[config.mk]
export PLATFORM = sky130hd
export DESIGN_NAME = sample_sdram_logger_flat
export DESIGN_NICKNAME = d
export VERILOG_FILES = /design/src/rtl/sample_sdram_logger_if.sv /design/src/rtl/sample_sdram_logger.sv /design/src/flat_wrapper.sv
export SDC_FILE = /design/constraint.sdc
export NUM_CORES = 1
export LEC_CHECK = 0
export BUFFER_PORTS_ARGS = -buffer_cell sky130_fd_sc_hd__buf_4
export CAP_MARGIN = 20
export CORE_MARGIN = 4
export CORE_UTILIZATION = 34
export CTS_CLUSTER_DIAMETER = 50
export DETAILED_ROUTE_END_ITERATION = 7
export PLACE_DENSITY = 0.55
export REMOVE_ABC_BUFFERS = 1
export SETUP_SLACK_MARGIN = 0.15
export SYNTH_ARGS = -nofsm -noshare
export SYNTH_HDL_FRONTEND = slang
export SYNTH_SLANG_ARGS = --single-unit
export TNS_END_PERCENT = 100
[constraint.sdc]
create_clock -name clk -period 3.8 [get_ports clk]
set_clock_uncertainty 0.15 [all_clocks]
set_input_delay 0.19 -clock clk [delete_from_list [all_inputs] [get_ports clk]]
set_output_delay 0.19 -clock clk [all_outputs]
set_load 0.05 [all_outputs]
[src/rtl/sample_sdram_logger_if.sv]
// Single-word command port between the sample logger (master) and the SDRAM controller (slave).
interface sample_sdram_logger_if;
    logic        cmd_ready;
    logic        cmd_enable;
    logic        cmd_wr;
    logic [22:0] cmd_address;
    logic [31:0] cmd_data;

    modport master (
        input  cmd_ready,
        output cmd_enable,
        output cmd_wr,
        output cmd_address,
        output cmd_data
    );

    modport slave (
        output cmd_ready,
        input  cmd_enable,
        input  cmd_wr,
        input  cmd_address,
        input  cmd_data
    );
endinterface

[src/rtl/sample_sdram_logger.sv]
// Buffers 22-bit sampler words in a FIFO and writes them as 32-bit words to consecutive SDRAM
// addresses. Define SAMPLE_SDRAM_LOGGER_SEQ_TAG_EN to carry a 10-bit sequence tag in bits 31:22.
module sample_sdram_logger #(
    parameter int unsigned FIFO_AW   = 4,
    parameter logic [22:0] BASE_ADDR = 23'h000000,
    parameter logic [22:0] LAST_ADDR = 23'h7FFFFF,
    parameter bit          WRAP      = 1'b1
) (
    input  logic                         clk,
    input  logic                         rst,
    input  logic                         start,
    input  logic                         stop,
    output logic                         busy,
    input  logic [21:0]                  sample_data,
    input  logic                         sample_valid,
    sample_sdram_logger_if.master        cmd,
    output logic [22:0]                  words_written,
    output logic                         overflow,
    output logic                         mem_full
);

    localparam int unsigned        DEPTH     = 1 << FIFO_AW;
    localparam logic [FIFO_AW:0]   DEPTH_CNT = (FIFO_AW + 1)'(DEPTH);
    localparam logic [FIFO_AW:0]   CNT_ONE   = (FIFO_AW + 1)'(1);
    localparam logic [FIFO_AW-1:0] IDX_ONE   = FIFO_AW'(1);
    localparam logic [22:0]        MAX_WORDS = 23'h7FFFFF;

    typedef enum logic [1:0] {StIdle, StRun, StDrain} state_e;

    state_e             state_q, state_d;
    logic [31:0]        fifo_mem [DEPTH];
    logic [FIFO_AW-1:0] wr_idx_q, rd_idx_q;
    logic [FIFO_AW:0]   count_q;
    logic [22:0]        ptr_q, words_q, addr_q;
    logic [31:0]        data_q, push_word;
    logic               en_q, overflow_q, mem_full_q;
    logic               fifo_full, fifo_empty, start_go, push, drop, issue;
    logic               at_last, hit_end, flush;

    // Full is judged on the registered count, so a same-cycle pop cannot make room.
    always_comb begin
        fifo_full  = (count_q == DEPTH_CNT);
        fifo_empty = (count_q == '0);
        start_go   = (state_q == StIdle) && start;
        push       = (state_q == StRun) && sample_valid && !fifo_full;
        drop       = (state_q == StRun) && sample_valid && fifo_full;
        issue      = (state_q != StIdle) && cmd.cmd_ready && !fifo_empty && !en_q;
        at_last    = (ptr_q == LAST_ADDR);
        hit_end    = issue && at_last && !WRAP;
        flush      = start_go || hit_end;
    end

`ifdef SAMPLE_SDRAM_LOGGER_SEQ_TAG_EN
    logic [9:0] seq_q;

    always_ff @(posedge clk or negedge rst) begin
        if (!rst) begin
            seq_q <= '0;
        end else if (start_go) begin
            seq_q <= '0;
        end else if (push) begin
            seq_q <= seq_q + 10'd1;
        end
    end

    assign push_word = {seq_q, sample_data};
`else
    assign push_word = {10'b0, sample_data};
`endif

    always_comb begin
        state_d = state_q;
        unique case (state_q)
            StIdle:  if (start) state_d = StRun;
            StRun:   if (stop || hit_end) state_d = StDrain;
            StDrain: if (fifo_empty && !en_q) state_d = StIdle;
            default: state_d = StIdle;
        endcase
    end

    always_ff @(posedge clk or negedge rst) begin
        if (!rst) state_q <= StIdle;
        else      state_q <= state_d;
    end

    always_ff @(posedge clk) begin
        if (push) fifo_mem[wr_idx_q] <= push_word;
    end

    // A flush (start, or end of a non-wrapping region) beats any same-cycle push.
    always_ff @(posedge clk or negedge rst) begin
        if (!rst) begin
            wr_idx_q <= '0;
            rd_idx_q <= '0;
            count_q  <= '0;
        end else if (flush) begin
            wr_idx_q <= '0;
            rd_idx_q <= '0;
            count_q  <= '0;
        end else begin
            if (push)  wr_idx_q <= wr_idx_q + IDX_ONE;
            if (issue) rd_idx_q <= rd_idx_q + IDX_ONE;
            case ({push, issue})
                2'b10:   count_q <= count_q + CNT_ONE;
                2'b01:   count_q <= count_q - CNT_ONE;
                default: count_q <= count_q;
            endcase
        end
    end

    always_ff @(posedge clk or negedge rst) begin
        if (!rst) begin
            en_q       <= 1'b0;
            addr_q     <= '0;
            data_q     <= '0;
            ptr_q      <= BASE_ADDR;
            words_q    <= '0;
            overflow_q <= 1'b0;
            mem_full_q <= 1'b0;
        end else if (start_go) begin
            en_q       <= 1'b0;
            ptr_q      <= BASE_ADDR;
            words_q    <= '0;
            overflow_q <= 1'b0;
            mem_full_q <= 1'b0;
        end else begin
            en_q <= issue;
            if (drop) overflow_q <= 1'b1;
            if (issue) begin
                addr_q  <= ptr_q;
                data_q  <= fifo_mem[rd_idx_q];
                words_q <= (words_q == MAX_WORDS) ? words_q : words_q + 23'd1;
                ptr_q   <= at_last ? BASE_ADDR : ptr_q + 23'd1;
                if (hit_end) mem_full_q <= 1'b1;
            end
        end
    end

    assign busy            = (state_q != StIdle);
    assign cmd.cmd_enable  = en_q;
    assign cmd.cmd_wr      = en_q;
    assign cmd.cmd_address = addr_q;
    assign cmd.cmd_data    = data_q;
    assign words_written   = words_q;
    assign overflow        = overflow_q;
    assign mem_full        = mem_full_q;

endmodule

[src/flat_wrapper.sv]
// flat-port wrapper written by rule: the top's interface ports become plain ports
module sample_sdram_logger_flat 
#(
    parameter int unsigned FIFO_AW   = 4,
    parameter logic [22:0] BASE_ADDR = 23'h000000,
    parameter logic [22:0] LAST_ADDR = 23'h7FFFFF,
    parameter bit          WRAP      = 1'b1
)
  (clk, rst, start, stop, busy, sample_data, sample_valid, words_written, overflow, mem_full, cmd_cmd_ready, cmd_cmd_enable, cmd_cmd_wr, cmd_cmd_address, cmd_cmd_data);
  sample_sdram_logger_if cmd_i ();
  input  logic clk;
  input  logic rst;
  input  logic start;
  input  logic stop;
  output logic busy;
  input  logic [21:0] sample_data;
  input  logic sample_valid;
  output logic [22:0] words_written;
  output logic overflow;
  output logic mem_full;
  input wire logic [$bits(cmd_i.cmd_ready)-1:0] cmd_cmd_ready;
  output wire logic [$bits(cmd_i.cmd_enable)-1:0] cmd_cmd_enable;
  output wire logic [$bits(cmd_i.cmd_wr)-1:0] cmd_cmd_wr;
  output wire logic [$bits(cmd_i.cmd_address)-1:0] cmd_cmd_address;
  output wire logic [$bits(cmd_i.cmd_data)-1:0] cmd_cmd_data;
  assign cmd_i.cmd_ready = cmd_cmd_ready;
  assign cmd_cmd_enable = cmd_i.cmd_enable;
  assign cmd_cmd_wr = cmd_i.cmd_wr;
  assign cmd_cmd_address = cmd_i.cmd_address;
  assign cmd_cmd_data = cmd_i.cmd_data;
  sample_sdram_logger #(.FIFO_AW(FIFO_AW), .BASE_ADDR(BASE_ADDR), .LAST_ADDR(LAST_ADDR), .WRAP(WRAP)) u_core (.clk(clk), .rst(rst), .start(start), .stop(stop), .busy(busy), .sample_data(sample_data), .sample_valid(sample_valid), .cmd(cmd_i), .words_written(words_written), .overflow(overflow), .mem_full(mem_full));
endmodule
* Yosys cells after proc, flatten, opt, wreduce, memory -nomap -nowiden *
Memory sizes are Yosys's and may differ from the RTL's. A register that Yosys moved wholly into a read port is not among the register bits.
Index checks and enable logic that the tools add are counted.

word-level totals
  register bits = 118
  bits in writable memories = 352
  bits of input ports = 28
  output and inout port bits = 83
  logic and storage cells = 72
  memories kept = 1

memory list
  memory           depth  bits a word  read ports  clocked after memory_dff  write ports  line                       source
  u_core.fifo_mem  16     22           1           1                         1            sample_sdram_logger.sv:31  logic [31:0] fifo_mem [DEPTH];

operators by class
  add/sub/neg operators = 6
  equality and inequality tests = 11
  multiplexer cells = 21
  bitwise logic cells = 1
  reductions and logical operators = 22

operators by type and width
  operator               number
  $mux 23                6
  $add 23x1->23 const B  2
  $eq 23x23->1 const B   2
  $mux 4                 4
  $pmux 5 s2             1
  $add 4x1->4 const B    2
  $logic_and 1x1->1      8
  $reduce_bool 2->1      4
  $mux 2                 3
  $pmux 2 s3             1
  $add 5x1->5 const B    1
  $eq 5x5->1 const B     1
  $logic_not 5->1        1
  $mux 1                 5
  $mux 5                 1
  $sub 5x1->5 const B    1
  $eq 2x1->1 const B     2
  $eq 2x2->1 const B     2
  $logic_not 1->1        4
  $ne 2x1->1 const B     2
  $ne 2x2->1 const B     2
  $reduce_and 2->1       2
  $reduce_and 3->1       1
  $reduce_bool 3->1      1
  2 further kinds        2

* Depth between registers and ports, before layout *
Gate-level depths: netlist of the first run.

  depth in word-level cells = 7
  depth in mapped cells = 14
  depth with buffers taken out = 11

* Worst setup path before layout of the first run *
No wires, ideal clock.

  path kind = reg-to-reg
  from = reg u_core.state_q[1]
  to = mem u_core.fifo_mem[0][0] (netlist bit) (enable)
  setup time = 0.457 ns
  arrival time = 3.443 ns
  required time = 3.193 ns
  slack = -0.250 ns
  cell stages (with the launch flop) = 6
  buffers on the path = 1
  clock period less this slack = 4.050 ns
  cell sequence = dfrtp_1 clkbuf_1 nand3b_1 a21oi_1 inv_1 nor4_1

between the ends
  longest elaborated chain between the ends = 5

ends and longest elaborated chain
  item                             line                       source
  from (decl)                      sample_sdram_logger.sv:30  state_e state_q, state_d;
  from (signal assigned)           sample_sdram_logger.sv:82  if (!rst) state_q <= StIdle;
  from (signal assigned)           sample_sdram_logger.sv:83  else state_q <= state_d;
  $eq 2x1->1                       sample_sdram_logger.sv:45  push = (state_q == StRun) && sample_valid && !fifo_full;
  $logic_and 1x1->1 (2 in series)  sample_sdram_logger.sv:45
  $mux 1                           sample_sdram_logger.sv:87  if (push) fifo_mem[wr_idx_q] <= push_word;
  $mux 1 (not written as such)     sample_sdram_logger.sv:87
  to (decl)                        sample_sdram_logger.sv:31

No other way between the ends.

* Worst setup path after layout of the first run *
  from = reg u_core.count_q[1]
  to = reg u_core.count_q[4]

between the ends
  longest elaborated chain between the ends = 7
  elaborated cells on any way between the ends = 14
  classes of those cells = add/sub (2); eq/ne (3); mux (2); reduce/logical (7)

ends and longest elaborated chain
  item                                      line                        source
  from (decl)                               sample_sdram_logger.sv:33   logic [FIFO_AW:0] count_q;
  from (signal assigned)                    sample_sdram_logger.sv:104  2'b10: count_q <= count_q + CNT_ONE;
  from (signal assigned)                    sample_sdram_logger.sv:105  2'b01: count_q <= count_q - CNT_ONE;
  from (signal assigned)                    sample_sdram_logger.sv:106  default: count_q <= count_q;
  $logic_not 5->1                           sample_sdram_logger.sv:43   fifo_empty = (count_q == '0);
  $logic_not 1->1                           sample_sdram_logger.sv:47   issue = (state_q != StIdle) && cmd.cmd_ready && !fifo_empty && !en_q;
  $logic_and 1x1->1 (2 in series)           sample_sdram_logger.sv:47
  $eq 2x1->1 or $eq 2x2->1 (tied branches)  sample_sdram_logger.sv:103  case ({push, issue})
  $pmux 5 s2                                sample_sdram_logger.sv:103
  $mux 5                                    sample_sdram_logger.sv:96   end else if (flush) begin

Parallel ways exist; a longest one is shown, timed or not.
A chain may end at the register's enable or synchronous reset.

==> results.cfg, run 1 <==
[flow_run]
cap_violations = 0

[cells_and_area]
fill_cells = 4935
final_common_cell = edfxtp_1
layout-drive-gt1-share = 0.2486
nNetsFinal = 1293
mostFrequentLayoutCells = edfxtp_1, buf_4, nand2_1
syn_to_final_growth_pct = 18.54
post-route-cell-area_mm2 = 0.02205

[floorplan]
die_area_mm2 = 0.05852
fp.dieH_um = 241.9
die_x_um = 241.9
floorplan.initialDensity = 0.3443
fp-row-count = 85
io-pin-count = 111
coreArea_mm2 = 0.05403

[synth]
yosysTopAreaCellShare = 0.5682
synthCells = 1102
ys_warn_count = 0
synth.distinct_cells = 63
synth-async-reset-ratio = 0.2348
synth_area_leaders = edfxtp_1, dfrtp_1, mux4_2
synth.largest_area_cell = edfxtp_1
synth_edf_count = 352
ys_seq_elements = 460
ys.flop_type = edfxtp_1
avgSynthCellArea_um2 = 16.88
mappedNetlistArea_mm2 = 0.01860
ys_seq_area_frac = 0.7135

[global_route]
grt_start_max_net_pins = 72
grt_util_all_layers = 0.1478
grt_pass1_vias = 10600
antenna_found_initial = 1
overflow = 0
grt-busiest-layer = met2
grt_pass1_wl_um = 66550
grt_util_met3 = 0.02568
met1_usage = 0.2003
grtUsageMet2 = 0.2505

[timing]
grt_setup_unrepaired = no
slew_violations = 0
setup_violations = 0
fin_tns_setup_ns = 0
slew-limit-headroom = 0.3564
fin_crit_sh = 0.8791
tightest_slew_ns = 0.9567
finalCriticalPeriod_ns = 3.341
fmax_mhz = 299.4
holdWs_ns = 0.1114
hold_viol_final = 0

[routing]
vias = 10320
routed_wl_um = 43360
wl_per_cell_um = 21.77
final_antenna_net_count = 0
route.detailed.drc = 0
drt_iter0_markers = 832
viasPerCell = 5.183
dr.pass1.iters = 5

[placed_design]
dpl-instance-area_mm2 = 0.02025
dp_hpwl_um = 23720
port_buffers = 99
gp_congestion = 0.7575

[cts]
post_cts_resized = 0
worstSkewPairLatency_ns = 0.60
cts_buffers = 49
cts_tree = done
clock-sinks = 460
clockBufferDepth = 3
clockRootBuffer = clkbuf_16
cts_setup_buffers = 0
clk_pin_slew_ns = 0.06
htree_levels = 2

[hold_path]
hp-class = input port to register

[setup_path]
critPathArrivalTime_ns = 3.71
required_ns = 4.17
crit_fanout = 33
rrSetupSlack_ns = 0.46
cp-start-kind = register
crit_type = register to register
endpoint_kind = register

[power]
p_leak_nw = 7.739
ir_worst_vdd_uv = 413.9
power.density_mw_per_mm2 = 618.6

[status]
outcome = finished clean
worst max-delay path, cell delays in order (launching register included):
cell and delay, ns:
dfrtp_1 0.46, or4_4 0.59, o221ai_4 0.21, inv_4 0.18
ha_1 0.35, xor2_1 0.18, ha_1 0.23, a211o_1 0.23
a21oi_1 0.15, a221oi_1 0.07, or3_1 0.32, a21oi_1 0.14
routing by layer:
metal  vias up  part of all wire
li1       4616                 -
met4         0             0.015
met5         -                 0
met3        45             0.047
met1      5420              0.44
met2       243              0.50
synth_stat cells (all sizes together), types with 23 or more instances:
cell,number
edfxtp,352
nand2,130
dfrtp,108
mux4,88
mux2i,48
buf,44
nor2,36
clkbuf,28
a21oi,23
o21ai,23
o221ai,23
cells by family after synthesis:
family | synth area share
DFF | 0.7135
and+or+nand+nor | 0.06336
muxes | 0.1330
AOI/OAI and AO/OA | 0.05031
buffers and inverters | 0.02569
xor gates and xnor gates | 0.006591
adders and majority gates | 0.007398
other | 0.0002016
power by group:
part / switching [mW] / leakage (nW) / total, mW / internal [mW]
Clock: 1.98 / 0.750 / 4.56 / 2.58
Sequential: 0.362 / 4.62 / 6.09 / 5.73
Combinational: 1.81 / 2.37 / 2.99 / 1.18
Total: 4.16 / 7.74 / 13.6 / 9.48
state kept, by name, summed over array words and instances, names as in the netlist:
signal and flops:
u_core.ptr_q 23, u_core.cmd.cmd_enable 1, u_core.words_written 23, u_core.cmd.cmd_data 22, u_core.cmd.cmd_address 23, u_core.state_q 2, u_core.rd_idx_q 4, u_core.overflow 1
u_core.wr_idx_q 4, u_core.count_q 5, u_core.fifo_mem 352
final cells by class:
| type | count | area [um^2] | share of cell area |
|---|---|---|---|
| Sequential cell | 460 | 13280 | 0.6023 |
| Multi-Input combinational cell | 560 | 4950 | 0.2245 |
| Timing Repair Buffer | 163 | 1326 | 0.06014 |
| Clock buffer | 64 | 1303 | 0.05906 |
| Tap cell | 696 | 870.8 | 0.03949 |
| Clock inverter | 28 | 241.5 | 0.01095 |
| Inverter | 20 | 77.57 | 0.003518 |
| Antenna cell | 1 | 2.502 | 0.0001135 |
through the flow:
| step | std cells | total power, mW | setup slack, ns | utilization |
|---|---|---|---|---|
| floorplan | 1040 | 8.235 | -0.9381 | - |
| global placement | 1873 | 9.163 | 0.5010 | 0.3747 |
| detailed placement | 1873 | 9.212 | 0.4844 | 0.3747 |
| CTS | 1991 | 13.85 | 0.4685 | 0.4081 |
| global route | 1991 | 14.31 | 0.2624 | 0.4081 |
| finish | 1992 | 13.64 | 0.4595 | 0.4082 |
repair_timing:
item                                   in CTS  in global routing
hold buffers                               26                  0
setup endpoints to repair                   0                  0
endpoints found under the hold margin     413                  0
worst paths after layout:
kind                                                  from                         end  cells after the start
worst max-delay path                     u_core.count_q[1]           u_core.count_q[4]                     11
worst min register to register  u_core.cmd.cmd_address[13]  u_core.cmd.cmd_address[13]                      2
max in group asynchronous                              rst      u_core.cmd.cmd_data[5]                      3
worst min-delay path                         cmd_cmd_ready          u_core.rd_idx_q[1]                      6
min in group asynchronous                              rst     u_core.words_written[5]                      2
worst max register to register           u_core.count_q[1]           u_core.count_q[4]                     11
(Power assumes the default switching activity.)
==> inputs of run 2 (changes only) <==
--- a/config.mk
+++ b/config.mk
@@ -5,13 +5,13 @@
 export SDC_FILE = /design/constraint.sdc
 export NUM_CORES = 1
 export LEC_CHECK = 0
+export ABC_CLOCK_PERIOD_IN_PS = 3800
 export BUFFER_PORTS_ARGS = -buffer_cell sky130_fd_sc_hd__buf_4
 export CAP_MARGIN = 20
 export CORE_MARGIN = 4
 export CORE_UTILIZATION = 34
 export CTS_CLUSTER_DIAMETER = 50
 export DETAILED_ROUTE_END_ITERATION = 7
-export PLACE_DENSITY = 0.55
 export REMOVE_ABC_BUFFERS = 1
 export SETUP_SLACK_MARGIN = 0.15
 export SYNTH_ARGS = -nofsm -noshare
==> results.cfg, run 2 (synthesized netlist as in run 1, its figures left out) <==
[setup_path]
critPathArrivalTime_ns = 3.77
crit_type = register to register
endpoint_kind = register
reg2reg_from = u_core.count_q[1]
worst_r2r_endpoint = u_core.count_q[4]
cp-start-kind = register
rrSetupSlack_ns = 0.39
crit_fanout = 33
required_ns = 4.16
crit_path_start = u_core.count_q[1]
r2r_cells = 11

[power]
ir_worst_vdd_uv = 427.3
p_comb_frac = 0.219
p_leak_nw = 7.819
power.density_mw_per_mm2 = 624.1
p_sw_mw = 4.183
p_int_mw = 9.707
swShare = 0.3011
p_seq_frac = 0.434
clkPwrFrac = 0.347

[routing]
dr.pass1.iters = 5
routed_wl_um = 43180
drt_iter0_markers = 994
vias = 10420
route.detailed.drc = 0
wl_per_cell_um = 21.61
final_antenna_net_count = 0
viasPerCell = 5.214

[floorplan]
coreArea_mm2 = 0.05403
die_area_mm2 = 0.05852
io-pin-count = 111
fp.dieH_um = 241.9
die_x_um = 241.9
floorplan.initialDensity = 0.3443
fp-row-count = 85

[cells_and_area]
fill_cells = 4841
post-route-cell-area_mm2 = 0.02226
final_common_cell = edfxtp_1
nNetsFinal = 1298
largest_reg_flops = 352
largest_register = u_core.fifo_mem
mostFrequentLayoutCells = edfxtp_1, buf_4, nand2_1
layout-drive-gt1-share = 0.2552
syn_to_final_growth_pct = 19.63
post-route-util = 0.4119

[hold_path]
min_to = u_core.cmd.cmd_address[18]
min_from = cmd_cmd_ready
hold_depth = 6
hp-class = input port to register

[timing]
grt_setup_unrepaired = no
fin_crit_sh = 0.8971
hold_viol_final = 0
fmax_mhz = 293.3
setup_ws_ns = 0.3910
slew_violations = 0
tightest_slew_ns = 0.9630
finalCriticalPeriod_ns = 3.409
setup_violations = 0
slew-limit-headroom = 0.3580

[placed_design]
dp_hpwl_um = 24630
dpl-instance-area_mm2 = 0.02030
gp_congestion = 0.7967
port_buffers = 99
preCtsSetupSlack_ns = 0.4526

[cts]
cts_tree = done
cts_buffers = 51
htree_levels = 2
clock-sinks = 460
clockRootBuffer = clkbuf_16
worstSkewPairLatency_ns = 0.59
post_cts_resized = 0
clk_pin_slew_ns = 0.06
clockBufferDepth = 3

[status]
outcome = finished clean

[global_route]
grt_start_max_net_pins = 83
grt_pass1_vias = 10640
antenna_found_initial = 2
grt_pass1_wl_um = 66500
grt_util_all_layers = 0.1459
overflow = 0

[flow_run]
cap_violations = 0
## run 2: cell types whose count changed in the layout (fill, tap and decap cells not counted), moves of 2 or more
cell / before / now
clkinv_1: 10 / 4
clkbuf_8: 2 / 7
buf_12: 3 / 7
clkinv_2: 9 / 5
buf_4: 134 / 131
clkbuf_16: 49 / 52
inv_6: 1 / 4
clkinvlp_4: 2 / 4
## run 2: final cells by class
type / instances / area [um^2] / share of cell area
flip-flops and latches: 460 / 13280 / 0.5968
multi-input cells: 560 / 4950 / 0.2224
clock buffers: 73 / 1450 / 0.06516
repair buffers: 166 / 1421 / 0.06387
well taps: 696 / 870.8 / 0.03913
clock inverters: 22 / 201.4 / 0.009052
inverters: 20 / 77.57 / 0.003486
diodes: 1 / 2.502 / 0.0001124
## run 2: worst max path at each step
stage | cells past startpoint | slack [ns] | to
2_1_floorplan | 3 | -0.94 | u_core.cmd.cmd_data[20]
5_1_grt | 11 | 0.17 | u_core.count_q[4]
3_3_place_gp | 11 | 0.50 | u_core.count_q[4]
4_1_cts | 11 | 0.41 | u_core.count_q[4]
6_report | 11 | 0.39 | u_core.count_q[4]
3_5_place_dp | 11 | 0.45 | u_core.count_q[4]
## run 2: per-layer routing
layer  global-route usage  vias up  share of wire
met5                    0        -        0.00030
met4              0.03620        2          0.018
met3              0.02701       68          0.056
met2               0.2387      297           0.48
met1               0.2034     5418           0.44
li1                     -     4633              -
## run 2: power groups by stage
stage	registers (mW)	logic [mW]	clock network, mW
floorplan	6.68	1.55	0
global placement	6.11	3.03	0
detailed placement	6.12	3.07	0
CTS	6.02	3.10	4.94
global route	6.05	3.32	5.18
finish	6.02	3.04	4.83
## run 2: through the flow
step                instances  power, mW  hold slack [ns]  TNS, ns
detailed placement       1874      9.187           0.2942        0
global route             1998      14.55           0.1566        0
global placement         1874      9.139           0.2882        0
finish                   1998      13.89           0.1301        0
floorplan                1040      8.235          -0.2556   -38.20
CTS                      1995      14.07           0.1013        0
## run 2: repair_timing
item,CTS,global route
setup buffers,0,0
hold buffers,26,1
hold endpoints to repair,435,19
setup endpoints to repair,0,0
## run 2: critical path, cell delays in order, from the launching register on
cell and delay, ns:
dfrtp_1 0.48, or4_4 0.59, o221ai_4 0.21, inv_4 0.18, ha_1 0.36, xor2_1 0.18
ha_1 0.24, a211o_1 0.25, a21oi_1 0.15, a221oi_1 0.07, or3_1 0.31, a21oi_1 0.14
==> inputs of run 3 (changes only) <==
--- a/config.mk
+++ b/config.mk
@@ -5,6 +5,7 @@
 export SDC_FILE = /design/constraint.sdc
 export NUM_CORES = 1
 export LEC_CHECK = 0
+export ABC_AREA = 1
 export ABC_CLOCK_PERIOD_IN_PS = 3800
 export BUFFER_PORTS_ARGS = -buffer_cell sky130_fd_sc_hd__buf_4
 export CAP_MARGIN = 20
==> results.cfg, run 3 <==
[status]
outcome = finished clean

[setup_path]
crit_fanout = 63
slowest_delay_ns = 0.59
required_ns = 4.18
crit_chain = nor2_1 > nand4_1 > nand2_4 > buf_4 > nand2_2 > inv_1 > nand2_1 > a21oi_2
cp-start-kind = register
crit_type = register to register
cp_slowest_cell = inv_1
endpoint_kind = register
critPathArrivalTime_ns = 3.19

[global_route]
antenna_found_initial = 1
overflow = 0
grt_start_max_net_pins = 143
met1_usage = 0.2142
grt_pass1_vias = 13360
grt_util_met3 = 0.03068
grt_pass1_wl_um = 77980
grtUsageMet2 = 0.2795
grt_util_all_layers = 0.1635
grt-busiest-layer = met2

[timing]
slew_violations = 0
setup_violations = 0
slew-limit-headroom = 0.3632
tightest_slew_ns = 0.9552
finalCriticalPeriod_ns = 2.818
holdWs_ns = 0.05494
hold_viol_final = 0
fin_tns_setup_ns = 0
fmax_mhz = 354.9
fin_crit_sh = 0.7415
grt_setup_unrepaired = no

[cts]
clock-sinks = 460
clockRootBuffer = clkbuf_16
cts_buffers = 51
htree_levels = 2
post_cts_resized = 0
clk_pin_slew_ns = 0.06
clockBufferDepth = 3
cts_tree = done
worstSkewPairLatency_ns = 0.60

[flow_run]
cap_violations = 0

[synth]
synth-async-reset-ratio = 0.2348
synth_edf_count = 352
ys_warn_count = 0
synth-xor-area-share = 0.009383
synth.area.mux_share = 0
synth.distinct_cells = 43
synth_common_cells = nand2_1, edfxtp_1, nor2_1
synth_area_leaders = edfxtp_1, dfrtp_1, nand2_1
synth_top_family_by_area = simple AND/OR/NAND/NOR gates
synthSimpleGateAreaFrac = 0.1970
synthAdderAreaFrac = 0.007021
synthCells = 1837
yosysTopAreaCellShare = 0.5392
mappedNetlistArea_mm2 = 0.01960
ys.flop_type = edfxtp_1
synth_most_common_cell = nand2_1
synth_compound_area_frac = 0.07085
ys_seq_area_frac = 0.6771
avgSynthCellArea_um2 = 10.67
ys_seq_elements = 460
synth.largest_area_cell = edfxtp_1

[floorplan]
io-pin-count = 111
floorplan.initialDensity = 0.3456
fp.dieH_um = 248.1
fp-row-count = 87
die_area_mm2 = 0.06156
die_x_um = 248.1
coreArea_mm2 = 0.05671

[routing]
viasPerCell = 4.920
dr.pass1.iters = 6
wl_per_cell_um = 18.36
drt_iter0_markers = 1161
vias = 13590
routed_wl_um = 50730
route.detailed.drc = 0
final_antenna_net_count = 0

[placed_design]
port_buffers = 99
dpl-instance-area_mm2 = 0.02119
dp_hpwl_um = 30650
gp_congestion = 0.8475
dp_cells = 2641

[cells_and_area]
largest_reg_flops = 352
nNetsFinal = 2002
syn_to_final_growth_pct = 18.29
largest_register = u_core.fifo_mem
mostFrequentLayoutCells = nand2_1, edfxtp_1, nor2_1
post-route-cell-area_mm2 = 0.02319
layout-drive-gt1-share = 0.1286
fill_cells = 5413
fin_cells = 2763
post-route-util = 0.4089
final_common_cell = nand2_1

[power]
power.density_mw_per_mm2 = 627.9
p_leak_nw = 8.881
ir_worst_vdd_uv = 360.1

[hold_path]
hp-class = input port to register
run 3: final cells by class:
| type | instances | area, um^2 | share of cell area |
|---|---|---|---|
| Sequential cell | 460 | 13280 | 0.5726 |
| Clock buffer | 68 | 1383 | 0.05962 |
| Antenna cell | 1 | 2.502 | 0.0001079 |
| Timing Repair Buffer | 158 | 1311 | 0.05655 |
| Tap cell | 756 | 945.9 | 0.04079 |
| Multi-Input combinational cell | 1230 | 5662 | 0.2442 |
| Inverter | 62 | 240.2 | 0.01036 |
| Clock inverter | 28 | 366.6 | 0.01581 |
run 3: cells by family (layout without fill, tap and decap cells):
kind of cell,after synthesis,count (layout)
flops,460,460
fa+ha+maj,11,11
xor+xnor,21,21
compound gates,238,238
simple gates,949,949
other cells,1,12
buf+inv,157,316
run 3: power by group:
group	internal, mW	total, mW	switching, mW
registers	5.71	5.98	0.272
logic	0.926	3.45	2.53
clock network	3.06	5.12	2.06
total	9.70	14.6	4.86
run 3: critical path, delay by kind of cell (launching register included):
kind | cells | cell delay, ns
AO/OA/AOI/OAI | 1 | 0.16
buffers and inverters | 2 | 1.16
flip-flops | 1 | 0.41
AND/OR/NAND/NOR | 5 | 0.87
run 3: worst paths after layout:
kind | startpoint | slack, ns | to | depth (start not counted)
worst max-delay path | u_core.count_q[1] | 0.98 | u_core.ptr_q[22] | 8
worst min-delay path | start | 0.05 | u_core.state_q[0] | 3
worst max register to register | u_core.count_q[1] | 0.98 | u_core.ptr_q[22] | 8
worst min register to register | u_core.cmd.cmd_data[0] | 0.33 | u_core.cmd.cmd_data[0] | 2
max in group asynchronous | rst | 2.55 | u_core.ptr_q[17] | 3
min in group asynchronous | rst | 0.13 | u_core.cmd.cmd_data[6] | 2
run 3: timing repair:
| item | 4_1_cts | 5_1_grt |
|---|---|---|
| hold buffers | 25 | 0 |
| buffers inserted | 0 | 0 |
| hold endpoints to repair | 416 | 0 |
run 3: per-layer routing:
| metal | vias to the layer above | wire (um) |
|---|---|---|
| met5 | - | 7 |
| met4 | 2 | 1149 |
| met2 | 379 | 24680 |
| met3 | 90 | 2950 |
| li1 | 6497 | - |
| met1 | 6625 | 21950 |
run 3: metrics by stage:
| step | setup slack, ns | total power [mW] |
|---|---|---|
| after floorplan | -2.079 | 8.281 |
| after global placement | 0.9686 | 9.516 |
| after detailed placement | 0.9474 | 9.565 |
| after CTS | 0.9500 | 14.72 |
| after global routing | 0.7222 | 15.29 |
| final | 0.9824 | 14.56 |
